$ cat src/rtl/mux_sel_scanner.sv
// mux_sel_scanner
//
// Steps the select lines of a 4:1 channel mux through channels 0..3, holding
// each channel for DWELL cycles, and samples the mux output Q at the end of
// each dwell. The four samples are then offered as one frame on a
// valid/ready handshake.
//
// Ports
//   clk          system clock, rising edge
//   rst          synchronous active-high reset
//   start        begin a scan (honoured only in IDLE)
//   cont         continuous mode, sampled on the frame handshake edge
//   Q            mux output
//   S0, S1       mux select lines
//   frame        captured frame, frame[n] = Q while channel n was selected
//   frame_valid  frame offered downstream
//   frame_ready  downstream accepts the frame
//   busy         high outside IDLE
//   frame_cnt    accepted frame count, wraps at 256
module mux_sel_scanner #(
  parameter int unsigned DWELL = 2
) (
  input  logic       clk,
  input  logic       rst,
  input  logic       start,
  input  logic       cont,
  input  logic       Q,
  output logic       S0,
  output logic       S1,
  output logic [3:0] frame,
  output logic       frame_valid,
  input  logic       frame_ready,
  output logic       busy,
  output logic [7:0] frame_cnt
);

  localparam logic [3:0] DwellLast = 4'(DWELL - 1);

  typedef enum logic [1:0] {StIdle, StScan, StPresent} state_e;

  state_e     state_q, state_d;
  logic [1:0] ch_q, ch_d;
  logic [3:0] cnt_q, cnt_d;
  logic [3:0] sh_q, sh_d;
  logic [3:0] frame_q, frame_d;
  logic       frame_valid_q, frame_valid_d;
  logic [7:0] frame_cnt_q, frame_cnt_d;

  always_comb begin
    state_d       = state_q;
    ch_d          = ch_q;
    cnt_d         = cnt_q;
    sh_d          = sh_q;
    frame_d       = frame_q;
    frame_valid_d = frame_valid_q;
    frame_cnt_d   = frame_cnt_q;

    unique case (state_q)
      StIdle: begin
        if (start) begin
          state_d = StScan;
          ch_d    = 2'd0;
          cnt_d   = 4'd0;
          sh_d    = 4'd0;
        end
      end
      StScan: begin
        if (cnt_q == DwellLast) begin
          sh_d[ch_q] = Q;
          cnt_d      = 4'd0;
          if (ch_q != 2'd3) begin
            ch_d = ch_q + 2'd1;
          end else begin
            // Last sample goes straight into the frame; sh only holds ch 0..2 yet.
            frame_d       = {Q, sh_q[2:0]};
            frame_valid_d = 1'b1;
            state_d       = StPresent;
          end
        end else begin
          cnt_d = cnt_q + 4'd1;
        end
      end
      StPresent: begin
        if (frame_valid_q && frame_ready) begin
          frame_cnt_d   = frame_cnt_q + 8'd1;
          frame_valid_d = 1'b0;
          if (cont) begin
            state_d = StScan;
            ch_d    = 2'd0;
            cnt_d   = 4'd0;
            sh_d    = 4'd0;
          end else begin
            state_d = StIdle;
          end
        end
      end
      default: state_d = StIdle;
    endcase
  end

  always_ff @(posedge clk) begin
    if (rst) begin
      state_q       <= StIdle;
      ch_q          <= 2'd0;
      cnt_q         <= 4'd0;
      sh_q          <= 4'd0;
      frame_q       <= 4'd0;
      frame_valid_q <= 1'b0;
      frame_cnt_q   <= 8'd0;
    end else begin
      state_q       <= state_d;
      ch_q          <= ch_d;
      cnt_q         <= cnt_d;
      sh_q          <= sh_d;
      frame_q       <= frame_d;
      frame_valid_q <= frame_valid_d;
      frame_cnt_q   <= frame_cnt_d;
    end
  end

  // Selects follow ch only while scanning; IDLE and PRESENT park on channel 0.
  always_comb begin
    S0 = 1'b0;
    S1 = 1'b0;
    if (state_q == StScan) begin
      S0 = ch_q[0];
      S1 = ch_q[1];
    end
  end

  assign busy        = (state_q != StIdle);
  assign frame       = frame_q;
  assign frame_valid = frame_valid_q;
  assign frame_cnt   = frame_cnt_q;

endmodule

$ cat config.mk
export PLATFORM = sky130hd
export DESIGN_NAME = mux_sel_scanner
export DESIGN_NICKNAME = d
export VERILOG_FILES = /design/src/rtl/mux_sel_scanner.sv
export SDC_FILE = /design/constraint.sdc
export NUM_CORES = 1
export LEC_CHECK = 0
export CORE_ASPECT_RATIO = 0.7
export CORE_UTILIZATION = 52
export DETAILED_ROUTE_END_ITERATION = 8
export PLACE_DENSITY_LB_ADDON = 0.2
export SETUP_SLACK_MARGIN = 0.1
export SYNTH_ARGS = -nofsm -noshare
export SYNTH_HDL_FRONTEND = slang
export SYNTH_SLANG_ARGS = --single-unit
export TNS_END_PERCENT = 100
$ cat constraint.sdc
create_clock -name clk -period 2 [get_ports clk]
set_clock_uncertainty 0.2 [all_clocks]
set_input_delay 0.2 -clock clk [delete_from_list [all_inputs] [get_ports clk]]
set_output_delay 0.2 -clock clk [all_outputs]
set_load 0.005 [all_outputs]
==> metrics.cfg, run 1 <==
[outcome]
outcome=completed

[clock_tree]
cts_made_buffers=3
cts_htree_levels=1
clockRootBuffer=clkbuf_4
holdBufCountCts=0
clk_latency_ns=0.33
clkTransAtPathRegs_ns=0.15
cts_tree=done
clkSinkCount=24
clk_path_buf_depth=2

[synthesis]
synthesis.nets=158
synth_area_sq_mm=0.00130
synthCells=145
avgSynthCellArea_sq_um=8.95
synth_edf_count=0
synth-seq-area-share=0.370
ys_ff_latch=24
synthArstFlopShare=0
ys_types=42
yosysWarnings=0
synth_ff_type=dfxtp_1

[setup_path]
cp_top_family=buffers and inverters
critPathSlowestCell=clkdlybuf4s50_1
worstSetupEndpointType=primary output
cp_cell_sequence=nor2b_4, and2_1, clkdlybuf4s50_1
worstPathRequired_ns=1.60
arrival_ns=1.45
slowest_delay_ns=0.49
cp-startpoint=state_q[0]
crit_fanout=3
reg2reg_from=cnt_q[1]
crit_path_start_kind=flop
worst-path-buf-inv=1
crit_type=reg -> out

[timing]
setup_viol=0
rsz0062_at_grt=false
fin_crit_sh=0.925
period_minus_slack_ns=1.85
worst_pin_slew_ns=0.349
drv_slew=0
fin_setup_tns_ns=0
hold_viol=0
max_slew_margin=0.768
max_freq_ghz=0.541

[power_and_ir_drop]
switchingPower_uw=222
switching_share=0.232
p_clk_frac=0.378
p_seq_frac=0.510
p_comb_frac=0.112
leakage_uw=0.000630
ir_worst_vdd_mv=0.498
powerDensity_mw_per_mm2=581
intPower_uw=735

[finish]
layout_common_cells=dfxtp_1, clkdlybuf4s50_1, inv_1, a21oi_1, buf_4
drive_gt1_frac=0.157
nets=186
area_growth_pct=27.0
final_util=0.735
nFillCells=174
final_common_cell=dfxtp_1
antenna_cells=0

[die]
dieArea_sq_mm=0.00270
core_sq_mm=0.00224
die_h_microns=43.8
ioPinCount=22
start_util=0.579
num_rows=14
die_w_microns=61.7

[drt]
drc_errors=0
ant_nets=0
drt-vias-per-instance=6.17
post_drt_wl_per_cell_microns=15.0
routed_wl_microns=3050
drtPass1Iterations=4
vias=1258
drtIter0Drc=84

[place]
place_hpwl_microns=2110
numPortBuffers=21
gp_congestion=0.830

[global_routing]
grt_pass1_vias=1109
grt_first_pass_wirelength_microns=4950
gr-total-overflow=0
grt_use_total=0.251
grt_max_degree=15
antenna_found_initial=0

[flow_run]
cap_viol_max_count=0

[min_path]
hp-start=frame[1]
hold_path_class=reg -> reg

## kinds of logic after synthesis
logic type / synth area share
and+or+nand+nor: 0.208
AOI/OAI and AO/OA: 0.244
muxes: 0.0241
adders and majority gates: 0.0675
xor gates and xnor gates: 0.00675
DFF: 0.370
buffers and inverters: 0.0791
## sequential cells by signal, indices dropped and copies added (netlist names)
name         flops
ch_q             2
cnt_q            4
frame            4
frame_cnt        8
frame_valid      1
sh_q             3
state_q          2
## synthesized netlist by cell type (6+ instances only)
library cell / n / share of area
a21oi_1: 12 / 0.046
dfxtp_1: 24 / 0.37
ha_1: 7 / 0.067
inv_1: 12 / 0.035
nand2_1: 8 / 0.023
nand4_1: 6 / 0.029
o21ai_0: 6 / 0.023
o31ai_1: 8 / 0.046
## worst paths after layout
path	to	depth (start not counted)	slack, ns
min	frame[1]	2	0.29
min reg2reg	frame[1]	2	0.29
max reg2reg	sh_q[0]	5	0.23
max	S0	3	0.15
## power groups by stage
stage	sequential [uW]	combinational, uW	clock, uW
2_1_floorplan	498	57.9	0
3_5_place_dp	499	95.1	0
6_report	488	107	362
5_1_grt	490	117	384
4_1_cts	488	98.8	364
3_3_place_gp	499	92.2	0
## layout make-up
class	count	area, sq um	area share
well taps	32	40.0	0.0243
clock buffers	3	22.5	0.0137
flip-flops and latches	24	488	0.296
clock inverters	1	30.0	0.0182
multi-input cells	99	724	0.440
repair buffers	33	298	0.181
inverters	12	45.0	0.0273
## stage by stage
step	power (uW)	instance area (sq um)	setup WS [ns]	std cells	hold slack, ns
2_1_floorplan	556	1300	0.324	145	0.150
3_3_place_gp	591	1550	0.139	196	0.260
3_5_place_dp	594	1550	0.0838	196	0.270
4_1_cts	950	1630	0.0940	202	0.289
5_1_grt	991	1650	0.0892	204	0.314
6_report	957	1650	0.150	204	0.286
## worst register-to-register path: stages (launching register included)
cell,delay (ns)
dfxtp_1,0.36
inv_1,0.08
ha_1,0.20
or3b_4,0.47
o31ai_1,0.25
a211oi_1,0.12
## repair_timing
item                                    CTS  global route
setup buffers                             2             2
gates cloned                              0             0
endpoints found under the setup margin    3            13
resized for setup                         7             3
## layer usage
layer	track usage	vias to the layer above	routed length [microns]
li1	-	602	-
met1	0.315	588	1390
met2	0.411	62	1410
met3	0.0687	6	218
met4	0.0889	0	26
met5	0	-	0
Note: power is estimated with default switching activity, not from simulation.
==> inputs of run 2 (changes only) <==
CAP_MARGIN = 20   (was default)
==> results of run 2 <==
No change in the layout: final DEF, timing and power equal those of run 1.
==> variant: new RTL, config.mk and constraints of run 2 <==
Take the reset off `sh_q` and load it in a clocked block of its own.
--- a/src/rtl/mux_sel_scanner.sv
+++ b/src/rtl/mux_sel_scanner.sv
@@ -103,7 +103,6 @@
       state_q       <= StIdle;
       ch_q          <= 2'd0;
       cnt_q         <= 4'd0;
-      sh_q          <= 4'd0;
       frame_q       <= 4'd0;
       frame_valid_q <= 1'b0;
       frame_cnt_q   <= 8'd0;
@@ -111,11 +110,14 @@
       state_q       <= state_d;
       ch_q          <= ch_d;
       cnt_q         <= cnt_d;
-      sh_q          <= sh_d;
       frame_q       <= frame_d;
       frame_valid_q <= frame_valid_d;
       frame_cnt_q   <= frame_cnt_d;
     end
+  end
+
+  always_ff @(posedge clk) begin
+    sh_q <= sh_d;
   end
 
   // Selects follow ch only while scanning; IDLE and PRESENT park on channel 0.
Function: same outputs for any inputs over 10 cycles, from zero or initial values and one cycle with rst high; that may be too few to reach the edited logic, so the function may still have changed.
==> variant against run 2 <==
  * Clock power shrank 2%
  * Synthesized area shrank 3.7%
  * Wire length grew 0.75%
  * Maximum frequency shrank 0.85%
  * Core utilization shrank 0.19 points
  * Power grew 0.89%
  * Sequential cell count is the same
  * Design area shrank 1.8%
  * Worst setup slack lost 0.016 ns
  * Non-clock buffer count is the same
  * Critical path depth is the same
  * Critical path type unchanged
  * Largest cell class unchanged
  * Largest power group unchanged
==> variant: results (changes against run 2) <==
metric,value,unit,change
status,"complete, no violations",,
firstDrtPassIters,4,,unchanged
htreeDepth,1,,unchanged
io_buffers,21,,unchanged
hold_path.class,flip-flop to flip-flop,,
cts_buffers,3,,unchanged
worst_ir_drop_vdd,498,uV,-0.14%
diodes,0,,unchanged
arrival,1.47,ns,+0.02 ns
nFillCells,168,,-3.4%
drive_gt1_frac,0.160,,+0.00253
slowest_delay,0.51,ns,+0.02 ns
antenna_found_initial,0,,unchanged
fin_nets,177,,-4.8%
drtIter0Drc,78,,-7.1%
viasPerCell,5.84,,-5.4%
clk_path_buf_depth,2,,unchanged
dpl.hpwl,2270,um,+7.4%
critical-path-slowest-cell,clkdlybuf4s50_1,,
slew_headroom,0.716,,-0.0510
grt_pass1_wl,5060,um,+2.2%
yosysSeqAreaShare,0.408,,+0.0381
finalWirelength,3070,um,+0.75%
grt_pass1_vias,1058,,-4.6%
clock-root-buffer,clkbuf_4,,
async_reset_ff_frac,0,,unchanged
synth_edf_count,3,,+3
crit_family,buffers and inverters,,
clk_pin_slew,0.15,ns,about the same
synthesis.nets,147,,-7.0%
yosysWarnings,0,,unchanged
grtUsageTotal,0.269,,+0.0185
largest_reg_flops,8,,unchanged
yosys-top-cells-area,"dfxtp_1 (34%), edfxtp_1 (7.2%), ha_1 (7.0%)",,
place.gp.congestion,0.844,,+1.7%
leakagePower,0.584,nW,-7.3%
netlist_top_cells_count,"dfxtp_1 (21), a21oi_1 (12), nor2_1 (8)",,
clk_latency,0.33,ns,about the same
grt_max_degree,15,,unchanged
crit_fanout,4,,+1
synth_cell_types,40,,-4.8%
variant: cell count changes in the layout (fill, tap and decap cells not counted), moves of 4 or more:
| cell | change |
|---|---|
| inv_1 | -6 |
| o21ai_0 | -6 |
| nor2_1 | +4 |
| o21ai_1 | +4 |
variant: worst register-to-register path, stage by stage (launching register included):
cell	delay, ns
dfxtp_1	0.37
inv_1	0.07
ha_1	0.14
or3b_1	0.42
a21boi_1	0.32
variant: area by class of cell:
class / count / area share
multi-input combinational: 96 / 0.422
sequential: 24 / 0.322
timing repair buffer: 33 / 0.186
tap: 32 / 0.0247
clock inverter: 1 / 0.0186
clock buffer: 3 / 0.0139
inverter: 6 / 0.0139
variant: repair_timing:
item | CTS | global route
resized for setup | 5 | 2
endpoints found under the hold margin | 0 | 0
setup endpoints to repair | 2 | 7
buffers inserted | 0 | 2
variant: layer usage:
layer | up-vias | global-route usage | part of all wire
met5 | - | 0 | 0
met4 | 0 | 0.0682 | 0.0094
met3 | 7 | 0.0701 | 0.061
met2 | 40 | 0.424 | 0.47
met1 | 537 | 0.364 | 0.46
li1 | 554 | - | -
variant: path summary, 6_finish.rpt:
| kind | from | to | slack, ns | cells after the start |
|---|---|---|---|---|
| worst max register to register | cnt_q[1]$_SDFFE_PP0P_ | sh_q[1]$_SDFFCE_PN0P_ | 0.20 | 4 |
| worst min-delay path | frame[0]$_SDFFE_PP0P_ | frame[0]$_SDFFE_PP0P_ | 0.28 | 2 |
| worst min register to register | frame[0]$_SDFFE_PP0P_ | frame[0]$_SDFFE_PP0P_ | 0.28 | 2 |
| worst max-delay path | state_q[1]$_SDFFE_PP0P_ | S1 | 0.13 | 3 |
variant: power by group:
| group | total, mW | internal, mW | switching (mW) |
|---|---|---|---|
| Clock | 0.355 | 0.203 | 0.152 |
| Combinational | 0.100 | 0.0461 | 0.0540 |
| Sequential | 0.511 | 0.499 | 0.0123 |
| Total | 0.966 | 0.748 | 0.218 |
variant: metrics by stage:
stage / instance area [um2] / util / power [mW] / std cells / setup slack, ns
after detailed placement: 1530 / 0.694 / 0.619 / 189 / 0.0478
after floorplan: 1250 / - / 0.575 / 134 / 0.215
after CTS: 1600 / 0.724 / 0.967 / 193 / 0.134
after global routing: 1620 / 0.733 / 0.997 / 195 / 0.0998
final: 1620 / 0.733 / 0.966 / 195 / 0.134
after global placement: 1530 / 0.694 / 0.613 / 189 / 0.107
variant: cell families (layout without fill, tap and decap cells):
group | count (synthesis) | in the layout | synth area share
buffers and inverters | 14 | 43 | 0.0521
AOI/OAI and AO/OA | 37 | 37 | 0.214
xor gates and xnor gates | 1 | 1 | 0.00701
muxes | 5 | 5 | 0.0420
DFF | 24 | 24 | 0.408
adders and majority gates | 7 | 7 | 0.0701
and+or+nand+nor | 46 | 46 | 0.206
